$ cat config.mk
export PLATFORM = sky130hd
export DESIGN_NAME = exec_sequencer
export DESIGN_NICKNAME = d
export VERILOG_FILES = /design/src/rtl/exec_sequencer.sv
export SDC_FILE = /design/constraint.sdc
export NUM_CORES = 1
export LEC_CHECK = 0
export ABC_AREA = 1
export CORE_UTILIZATION = 46
export DETAILED_ROUTE_END_ITERATION = 8
export HOLD_SLACK_MARGIN = 0.12
export PLACE_DENSITY = 0.75
export SYNTH_ARGS = -nofsm -noshare
export SYNTH_HDL_FRONTEND = slang
export SYNTH_SLANG_ARGS = --single-unit
$ cat constraint.sdc
create_clock -name clk -period 2.2 [get_ports clk]
set_input_delay 0.66 -clock clk [delete_from_list [all_inputs] [get_ports clk]]
set_output_delay 0.66 -clock clk [all_outputs]
set_load 0.03 [all_outputs]
$ cat src/rtl/exec_sequencer.sv
// -----------------------------------------------------------------------------
// exec_sequencer
//
// Execution sequencer for a small teaching processor. Three debounced push
// buttons are turned into single-cycle events. These events, together with
// a free-running prescaler in RUN mode, produce the load strobes for the
// instruction selector and the PC advance enable. A HALT instruction freezes
// the sequencer until reset.
//
// Parameters
//   RUN_DIV    clk cycles between automatic fetches in RUN (2 .. 2^26)
//
// Ports
//   clk        system clock, all state on the rising edge
//   reset      asynchronous, active-high reset
//   btn_fpga   level button: execute the instruction on the board switches
//   btn_step   level button: execute the next instruction-memory word
//   btn_run    level button: toggle continuous run
//   halt_inst  decoder flag: the currently selected instruction is HALT
//   pulse4     one-cycle strobe: selector loads the switch instruction
//   pulse5     one-cycle strobe: selector loads the instruction-memory word
//   halt       high exactly while the sequencer is HALTED
//   pc_en      one-cycle PC advance enable, the cycle after pulse5
//   state      IDLE=00, RUN=01, HALTED=10
// -----------------------------------------------------------------------------
module exec_sequencer #(
    parameter int unsigned RUN_DIV = 50000000
) (
    input  logic       clk,
    input  logic       reset,
    input  logic       btn_fpga,
    input  logic       btn_step,
    input  logic       btn_run,
    input  logic       halt_inst,
    output logic       pulse4,
    output logic       pulse5,
    output logic       halt,
    output logic       pc_en,
    output logic [1:0] state
);

    typedef enum logic [1:0] {
        IDLE   = 2'b00,
        RUN    = 2'b01,
        HALTED = 2'b10
    } state_t;

    localparam logic [25:0] TERM_COUNT = 26'(RUN_DIV - 1);

    state_t      cur_state;

    // Synchronizer chains: bit 0 is s1, bit 1 is s2, bit 2 is s3.
    logic [2:0]  fpga_sync;
    logic [2:0]  step_sync;
    logic [2:0]  run_sync;

    // Registered single-cycle events (rising edge seen between s2 and s3).
    logic        fpga_event;
    logic        step_event;
    logic        run_event;

    logic [25:0] prescaler;
    logic        at_term;

    // Registered copy of pulse5; becomes pc_en unless the loaded word is HALT.
    logic        pc_flag;

    assign at_term = (prescaler == TERM_COUNT);

    // -------------------------------------------------------------------------
    // Button synchronizers and edge detectors.
    // Chains reset to all ones so a button held through reset release looks
    // like a steady high level and never yields an event. The event register
    // is cleared so nothing detected before reset can survive it.
    // -------------------------------------------------------------------------
    always_ff @(posedge clk or posedge reset) begin
        if (reset) begin
            fpga_sync  <= 3'b111;
            step_sync  <= 3'b111;
            run_sync   <= 3'b111;
            fpga_event <= 1'b0;
            step_event <= 1'b0;
            run_event  <= 1'b0;
        end else begin
            fpga_sync  <= {fpga_sync[1:0], btn_fpga};
            step_sync  <= {step_sync[1:0], btn_step};
            run_sync   <= {run_sync[1:0], btn_run};
            fpga_event <= fpga_sync[1] & ~fpga_sync[2];
            step_event <= step_sync[1] & ~step_sync[2];
            run_event  <= run_sync[1] & ~run_sync[2];
        end
    end

    // -------------------------------------------------------------------------
    // Sequencer FSM with registered strobes.
    // halt_inst is checked before any event so that the edge which sees HALT
    // never issues a strobe.
    // -------------------------------------------------------------------------
    always_ff @(posedge clk or posedge reset) begin
        if (reset) begin
            cur_state <= IDLE;
            pulse4    <= 1'b0;
            pulse5    <= 1'b0;
            prescaler <= 26'd0;
            pc_flag   <= 1'b0;
        end else begin
            pulse4  <= 1'b0;
            pulse5  <= 1'b0;
            pc_flag <= pulse5;
            case (cur_state)
                IDLE: begin
                    if (halt_inst) begin
                        cur_state <= HALTED;
                    end else if (fpga_event) begin
                        pulse4 <= 1'b1;
                    end else if (step_event) begin
                        pulse5 <= 1'b1;
                    end else if (run_event) begin
                        cur_state <= RUN;
                        prescaler <= 26'd0;
                    end
                end
                RUN: begin
                    if (halt_inst) begin
                        cur_state <= HALTED;
                    end else begin
                        // Leaving RUN freezes the prescaler; otherwise it wraps
                        // even when an fpga strobe steals the terminal count.
                        if (run_event) begin
                            cur_state <= IDLE;
                        end else if (at_term) begin
                            prescaler <= 26'd0;
                        end else begin
                            prescaler <= prescaler + 26'd1;
                        end
                        if (fpga_event) begin
                            pulse4 <= 1'b1;
                        end else if (at_term && !run_event) begin
                            pulse5 <= 1'b1;
                        end
                    end
                end
                HALTED: begin
                    // Only reset leaves HALTED.
                end
                default: begin
                    cur_state <= IDLE;
                end
            endcase
        end
    end

    assign halt  = (cur_state == HALTED);
    assign state = cur_state;
    assign pc_en = pc_flag & ~halt_inst;

endmodule
---- After elaboration in Yosys (flattened, before gate mapping) ----
Cells that the tools add are included.
W data, S select, Z words.
word-level totals
  bits of input ports ..................... 6
  bits in registers ....................... 43
  output and inout bits ................... 6
cells by class
  $add $sub $neg .......................... 1
  equality and inequality tests ........... 13
  bitwise operators ....................... 9
  multiplexer cells ....................... 25
  reduce and logical (&&, ||, !) cells .... 7
operators with widths
  cell                     number
  $mux W26                 7
  $pmux W26 S2             1
  $add A26 B1 Y26 const B  1
  $eq A26 B26 Y1 const B   1
  $mux W2                  6
  $ne A2 B2 Y1 const B     6
  $ne A3 B3 Y1 const B     4
  $mux W1                  9
  $reduce_and A7 Y1        1
  $pmux W2 S3              1
  $not A1 Y1               5
  $reduce_and A5 Y1        1
  $and A1 B1 Y1            4
  $eq A2 B1 Y1 const B     1
  $eq A2 B2 Y1 const B     1
  $logic_not A2 Y1         1
  $pmux W1 S2              1
  $reduce_bool A2 Y1       1
  $reduce_or A2 Y1         1
  $logic_and A1 B1 Y1      1
  $logic_not A1 Y1         1

---- Logic depth before layout (Yosys ltp) ----
Gate-level depths: netlist of the first run.
  word-level depth ........................ 6
  gate-level depth with buffers ........... 11
  mapped depth without buffers ............ 10

---- Least setup slack after synthesis of the first run ----
No wires, ideal clock.
  kind .................................... reg2out
  start point ............................. register cur_state[1] (netlist: state[1])
  end point ............................... output halt
  slack ................................... 0.409 ns
  data required time ...................... 1.540 ns
  stages on the path, launching flop included .. 3
  buffers on the path ..................... 0
  arrival ................................. 1.131 ns
  cells stage by stage .................... dfrtp_1 inv_1 nor2_1
between the ends
  cells in the longest elaborated chain, start to end .. 1
ends and longest elaborated chain
  item                    line  RTL
  from (decl)             50    state_t cur_state;
  from (signal assigned)  101   cur_state <= IDLE;
  from (signal assigned)  113   cur_state <= HALTED;
  from (signal assigned)  119   cur_state <= RUN;
  $eq A2 B2 Y1            153   assign halt = (cur_state == HALTED);
  to (decl)               37    output logic halt,
Every way passes these cells.

---- Final worst setup path of the first run ----
  start point ............................. register cur_state[0] (netlist: state[0])
  end point ............................... output state[0]
RTL lines
  item       line  RTL
  to (decl)  39    output logic [1:0] state
No word-level cell between the ends.

==> results.toml, run 1 <==
[global_routing]
grt_pass1_wl_microns = 9190
grt_overflow_total = 0
grt_util_all_layers_pct = 21.9
antenna_found_initial = 0
grt_start_max_net_pins = 23
grt_pass1_vias = 1989

[synth]
netlist_instances = 345
synth_top_cell_by_area = "dfrtp_1"
yosysMostFrequentCell = "nand2_1"
synth.avg_cell_area_sq_um = 7.17
syn_nets = 352
synthFlopType = "dfrtp_1"
synth_top_area_share_pct = 34.4
yosys.cell_types.count = 27
ys_top_cells_by_area = "dfrtp_1 34%, nand2_1 15%, dfstp_2 9.6%"
synthTopCellsByCount = "98 x nand2_1, 59 x nor2_1, 46 x inv_1"
ys_warn_count = 0
syn_area_sq_mm = 0.00247
ys_ff_latch = 43
postSynth.asyncResetShare_pct = 100
yosysSeqAreaShare_pct = 44.0
synth_edf_count = 0

[clock_network]
cts_sinks = 43
cts_max_path_buffers = 2
root_buffer = "clkbuf_8"
path_clk_slew_ns = 0.09
cts_buffers = 5
insertion_delay_ns = 0.31
postCtsSetupBuffers = 0
cts_tree = "built"
hold_buffers = 0
htreeDepth = 2

[final_layout]
drive_gt1_share_pct = 13.2
area_growth_syn_to_layout_pct = 13.5
layout.nets = 371
finalCoreUtilization_pct = 54.6
antenna_cells = 0

[worst_setup_path]
worstSetupEndpointType = "output pin"
path_cells = "clkdlybuf4s50_1"
critPathLaunchType = "flop"
slowest_stage = "clkdlybuf4s50_1"
crit_buf_inv = 1
cp_max_fo = 6
crit_required_ns = 1.54
crit_family = "buffers and inverters"
arrival_ns = 1.47
path_class = "flop to output pin"
slowest_delay_ns = 0.71

[die]
initial_utilization_pct = 48.1
core-area_sq_mm = 0.00514
die_h_microns = 75.3
die_x_microns = 75.3
rows = 26
die-area_sq_mm = 0.00567
ios = 12

[sta]
hold_violations = 0
worst_slew_pin_slew_ns = 0.428
rsz0062_at_grt = "no"
period_share_pct = 97.0
report.final.slew_viol_count = 0
skew_ns = 0.00946
relSlewSlack_pct = 71.3
tns_ns = 0
period_needed_ns = 2.13
finalSetupViolCount = 0
fmax_mhz = 469

[pwr]
powerDensity_mw_per_mm2 = 516
power.leakage_uw = 0.00138
ir_drop_uv = 297

[placement]
numPortBuffers = 11
dp_hpwl_microns = 4060
gp_congestion = 0.952

[drt]
vias_per_cell = 5.07
wl_microns = 5460
antenna_left = 0
drt_pass1_iterations = 4
drtIter0Drc = 150
post-route-drc-count = 0
wl_per_cell_microns = 12.5
vias = 2207

[run_status]
status = "finished clean"

[worst_hold_path]
worstHoldPathType = "flop to flop"

[flow_run]
max_cap_viol_count = 0
[stage by stage]
step	setup WS (ns)	instances	power [uW]	instance area [sq um]	hold slack, ns
floorplan	0.409	345	842	2470	0.345
global placement	0.0985	427	860	2700	0.345
detailed placement	0.0856	427	862	2700	0.349
CTS	0.0570	435	1460	2810	0.363
global route	0.0268	435	1500	2810	0.369
finish	0.0656	435	1450	2810	0.361
[registers in the layout, summed over array words and instances, names as in the netlist]
| register | flops |
|---|---|
| prescaler | 26 |
| fpga_sync | 3 |
| run_sync | 3 |
| step_sync | 3 |
| state | 2 |
| fpga_event | 1 |
| pc_flag | 1 |
| pulse4 | 1 |
| pulse5 | 1 |
| run_event | 1 |
| step_event | 1 |
[cell families after synthesis]
logic type / synth area share (%)
simple gates: 42.0
buf+inv: 9.36
flops: 44.0
compound gates: 3.85
xor+xnor: 0.354
fa+ha+maj: 0.506
[final timing paths]
check                                end   startpoint  slack, ns  cells past startpoint
min in group asynchronous  prescaler[18]        reset       0.71                      3
hold reg to reg              run_sync[1]  run_sync[0]       0.36                      0
setup / recovery                state[0]     state[0]       0.07                      1
hold / removal               run_sync[1]  run_sync[0]       0.36                      0
max in group asynchronous   fpga_sync[2]        reset       1.21                      3
setup reg to reg            prescaler[5]     state[1]       0.56                      8
[area by class of cell]
type	count	area (sq um)
clock buffers	6	93.8
clock inverters	2	16.3
fillers	487	2330
inverters	49	184
multi-input cells	247	1150
flip-flops and latches	43	1090
well taps	70	87.6
repair buffers	18	184
[per-layer routing]
layer | global-route usage (%) | part of all wire (%) | up-vias | wire length (microns)
met4 | 9.05 | 1.8 | 0 | 98
met3 | 3.84 | 5.0 | 9 | 273
li1 | - | - | 1122 | -
met2 | 35.7 | 46 | 55 | 2520
met5 | 0 | 0 | - | 0
met1 | 28.9 | 47 | 1021 | 2570
[timing repair]
item,in CTS,in global routing
hold endpoints to repair,0,0
resized for setup,1,0
endpoints found under the setup margin,1,0
[where the power goes]
group	switching, uW	internal [uW]
Combinational	20.8	11.9
Sequential	5.06	808
Clock	306	297
[placed cells by master, fill, tap and decap left out, types with 2 or more instances in the layout]
cell type         n
nand2_1          98
nor2_1           59
inv_1            46
dfrtp_1          34
nand3_1          24
nand4_1          21
dfstp_2           9
clkdlybuf4s50_1   9
o21ai_0           8
nand2_2           7
nor2_2            6
buf_4             6
clkbuf_8          5
o21bai_1          4
nor2_4            3
o21ai_1           3
inv_2             3
nor3_1            3
nand3_2           2
a21oi_1           2
buf_12            2
(Power assumes the default switching activity.)
==> run 2: changes to the inputs <==
CTS_CLUSTER_DIAMETER = 80   (was not set)
GPL_TIMING_DRIVEN = 0   (was not set)
==> run 2 against run 1 <==
Compared with the run above:
- sequential power about the same
- global-route usage decreased by 1.1 points
- via count increased by 1.8%
- highest routed layer unchanged
==> results.toml, run 2 (synthesis gave the netlist of run 1 again) <==
[final_layout]
top_register = "prescaler"
fill_cells = 523
drive_gt1_share_pct = 13.4
final_common_cell = "nand2_1"
layout.nets = 371
mostFrequentLayoutCells = "98 x nand2_1, 59 x nor2_1, 45 x inv_1, 34 x dfrtp_1, 24 x nand3_1"
multi_input_area_sq_mm = 0.00115
area_growth_syn_to_layout_pct = 13.2
finalCoreUtilization_pct = 54.4
regArea_sq_mm = 0.00109
design_area_sq_mm = 0.00280
antenna_cells = 0
largest_reg_flops = 26

[global_routing]
grt_util_all_layers_pct = 20.7
use_met2_pct = 32.8
grt_start_max_net_pins = 29
grt_overflow_total = 0
grt_pass1_vias = 1915
grt-busiest-layer = "met2"
use_met1_pct = 29.4
grtUsageMet3_pct = 3.04
antenna_found_initial = 0
grt_pass1_wl_microns = 8910

[die]
die-area_sq_mm = 0.00567
die_x_microns = 75.3
die_h_microns = 75.3
core-area_sq_mm = 0.00514
initial_utilization_pct = 48.1
rows = 26
ios = 12

[placement]
dp_hpwl_microns = 3980
gp_congestion = 0.896
numPortBuffers = 11
placed_area_sq_mm = 0.00269
pre_cts_slack_ns = -0.406

[clock_network]
cts_buffers = 5
insertion_delay_ns = 0.30
cts_tree = "built"
htreeDepth = 2
root_buffer = "clkbuf_8"
cts_max_path_buffers = 2
path_clk_slew_ns = 0.09
cts_sinks = 43

[sta]
worst_slack_ns = 0.0835
hold_violations = 0
worst_slew_pin_slew_ns = 0.362
relSlewSlack_pct = 75.9
fmax_mhz = 472
skew_ns = 0.00924
finalSetupViolCount = 0
rsz0062_at_grt = "no"
period_needed_ns = 2.12
report.final.slew_viol_count = 0
period_share_pct = 96.2

[worst_setup_path]
slowest_delay_ns = 0.47
worstSetupEndpointType = "output pin"
critPathLaunchType = "input port"
cp_max_fo = 4
path_class = "input port to output pin"
crit_buf_inv = 2
path_cells = "clkdlybuf4s50_1 -> nor2_1 -> buf_2"
slowest_stage = "clkdlybuf4s50_1"
crit_family = "buffers and inverters"
crit_required_ns = 1.54
arrival_ns = 1.46

[drt]
drt_pass1_iterations = 5
drtIter0Drc = 183
antenna_left = 0
vias_per_cell = 5.16
vias = 2246
wl_per_cell_microns = 12.1
post-route-drc-count = 0
wl_microns = 5250

[flow_run]
max_cap_viol_count = 0

[worst_hold_path]
worstHoldPathType = "flop to flop"

[pwr]
ir_drop_uv = 240
power.leakage_uw = 0.00139
power_uw = 1440
powerDensity_mw_per_mm2 = 515

[run_status]
status = "finished clean"
run 2: area by class of cell:
type,instances,area share [%]
sequential,43,38.9
clock inverter,2,0.626
inverter,49,6.57
timing repair buffer,12,4.52
multi-input combinational,247,41.2
clock buffer,6,3.35
tap,70,3.13
buffer,6,1.70
run 2: final timing paths:
check	slack [ns]	cells after the start	start	to
max	0.08	3	halt_inst	pc_en
min	0.36	0	run_sync[0]	run_sync[1]
max reg2reg	0.49	11	prescaler[16]	prescaler[25]
min reg2reg	0.36	0	run_sync[0]	run_sync[1]
max in group asynchronous	1.01	3	reset	fpga_sync[2]
min in group asynchronous	0.66	2	reset	prescaler[15]
run 2: power by group:
group	leakage, uW	internal, uW	switching (uW)	total (uW)
combinational	0.000865	13.2	20.3	33.5
clock	0.0000569	299	297	595
sequential	0.000467	808	5.21	813
run 2: timing repair:
| item | CTS | global route |
|---|---|---|
| setup endpoints to repair | 2 | 1 |
| gates resized for setup | 6 | 1 |
| setup buffers | 0 | 0 |
| hold buffers | 0 | 0 |
run 2: routing by layer:
layer	wire length [microns]	share of wire (%)
met5	0	0
met2	2480	47
met3	224	4.3
met4	85	1.6
met1	2460	47
run 2: per-stage QoR:
| step | std cells | hold slack (ns) | TNS [ns] |
|---|---|---|---|
| 6_report | 435 | 0.359 | 0 |
| 5_1_grt | 435 | 0.364 | 0 |
| 4_1_cts | 435 | 0.360 | 0 |
| 3_5_place_dp | 427 | 0.347 | -0.406 |
| 3_3_place_gp | 426 | 0.345 | -12.82 |
| 2_1_floorplan | 345 | 0.345 | 0 |
==> run 3: changes to the inputs <==
PLACE_DENSITY = 0.67   (was 0.75)
==> run 3 against run 2 <==
Compared with the run above:
- sequential cell count stayed put
- critical path depth stayed put
- combinational power hardly changed
- cell area is 0.80% lower
- die area stayed put
- core utilization is 0.44 points lower
- global-route usage is 1.4 points higher
- via count is 3.3% lower
- cell count stayed put
- register-to-register slack worse by 0.03 ns
- clock power is 15% lower
- sequential share of layout area is 0.32 points higher
- largest cell class unchanged
==> results.toml, run 3 (synthesis gave the netlist of run 1 again) <==
[global_routing]
grt_overflow_total = 0
grt_start_max_net_pins = 28
grt_util_all_layers_pct = 22.2
antenna_found_initial = 0
grt_pass1_vias = 1972
grt_pass1_wl_microns = 9360

[die]
initial_utilization_pct = 48.1
die_h_microns = 75.3
rows = 26
core-area_sq_mm = 0.00514
ios = 12
die_x_microns = 75.3
die-area_sq_mm = 0.00567

[worst_setup_path]
crit_family = "buffers and inverters"
cp_max_fo = 4
worstSetupEndpointType = "output pin"
critPathLaunchType = "input port"
cp.depth = 3
arrival_ns = 1.45
path_cells = "clkdlybuf4s50_1 -> nor2_1 -> buf_2"
slowest_delay_ns = 0.47
path_class = "input port to output pin"
crit_buf_inv = 2
crit_required_ns = 1.54
slowest_stage = "clkdlybuf4s50_1"
reg2reg_depth = 11
reg2reg_slack_ns = 0.46

[final_layout]
multi_input_area_sq_mm = 0.00115
final_common_cell = "nand2_1"
finalCoreUtilization_pct = 54.0
drive_gt1_share_pct = 13.4
top_register = "prescaler"
final_cells = 435
antenna_cells = 0
regArea_sq_mm = 0.00109
mostFrequentLayoutCells = "98 x nand2_1, 59 x nor2_1, 45 x inv_1, 34 x dfrtp_1, 24 x nand3_1"
largest_reg_flops = 26
area_growth_syn_to_layout_pct = 12.2
layout.nets = 371
fill_cells = 529

[sta]
finalSetupViolCount = 0
skew_ns = 0.00984
relSlewSlack_pct = 73.9
report.final.slew_viol_count = 0
fmax_mhz = 474
rsz0062_at_grt = "no"
period_share_pct = 95.8
period_needed_ns = 2.11
hold_violations = 0
worst_slew_pin_slew_ns = 0.391

[placement]
numPortBuffers = 11
gp_congestion = 0.880
dp_hpwl_microns = 4090
dp.cells = 427

[clock_network]
hold_buffers = 0
cts_tree = "built"
postCtsSetupBuffers = 0
cts_max_path_buffers = 2
root_buffer = "clkbuf_8"
cts_buffers = 5
insertion_delay_ns = 0.30
cts_sinks = 43
htreeDepth = 2
path_clk_slew_ns = 0.09

[drt]
vias = 2172
wl_per_cell_microns = 12.5
antenna_left = 0
drt_pass1_iterations = 4
post-route-drc-count = 0
drtIter0Drc = 169
vias_per_cell = 4.99
wl_microns = 5420

[pwr]
power.leakage_uw = 0.00137
powerDensity_mw_per_mm2 = 486
ir_drop_uv = 305

[worst_hold_path]
worstHoldPathType = "flop to flop"
hold_depth = 0

[run_status]
status = "finished clean"

[flow_run]
max_cap_viol_count = 0
[run 3: final cells by class]
class	instances	area share, %
buffer	6	1.71
clock buffer	5	2.48
clock inverter	3	0.721
inverter	49	6.63
multi-input combinational	247	41.6
sequential	43	39.2
tap	70	3.16
timing repair buffer	12	4.55
[run 3: stage by stage]
step           setup slack (ns)  hold WS (ns)  setup TNS (ns)  area [sq um]  power [uW]
6_report                 0.0920         0.360               0          2780        1350
5_1_grt                  0.0245         0.365               0          2780        1410
4_1_cts                  0.0119         0.362               0          2770        1370
3_5_place_dp             -0.395         0.349          -0.418          2690         863
3_3_place_gp             -0.380         0.345          -13.13          2670         857
2_1_floorplan             0.409         0.345               0          2470         842
[run 3: path summary, 6_finish.rpt]
check	from	to
max	halt_inst	pc_en
min	run_sync[0]	run_sync[1]
max reg2reg	prescaler[16]	prescaler[25]
min reg2reg	run_sync[0]	run_sync[1]
max in group asynchronous	reset	fpga_sync[2]
min in group asynchronous	reset	prescaler[1]
[run 3: layer usage]
layer  vias to the layer above  track usage [%]  routed length [microns]
li1                       1124                -                        -
met1                      1002             32.5                     2650
met2                        39             33.1                     2500
met3                         7             3.97                      197
met4                         0             7.41                       67
met5                         -                0                        0
[run 3: where the power goes]
group	leakage, uW	internal (uW)	switching [uW]
combinational	0.000865	13.2	20.5
clock	0.0000402	221	283
sequential	0.000467	807	4.80
[run 3: repair_timing]
action | in CTS | in global routing
endpoints found under the setup margin | 2 | 1
resized for setup | 6 | 1
pin swaps | 0 | 0
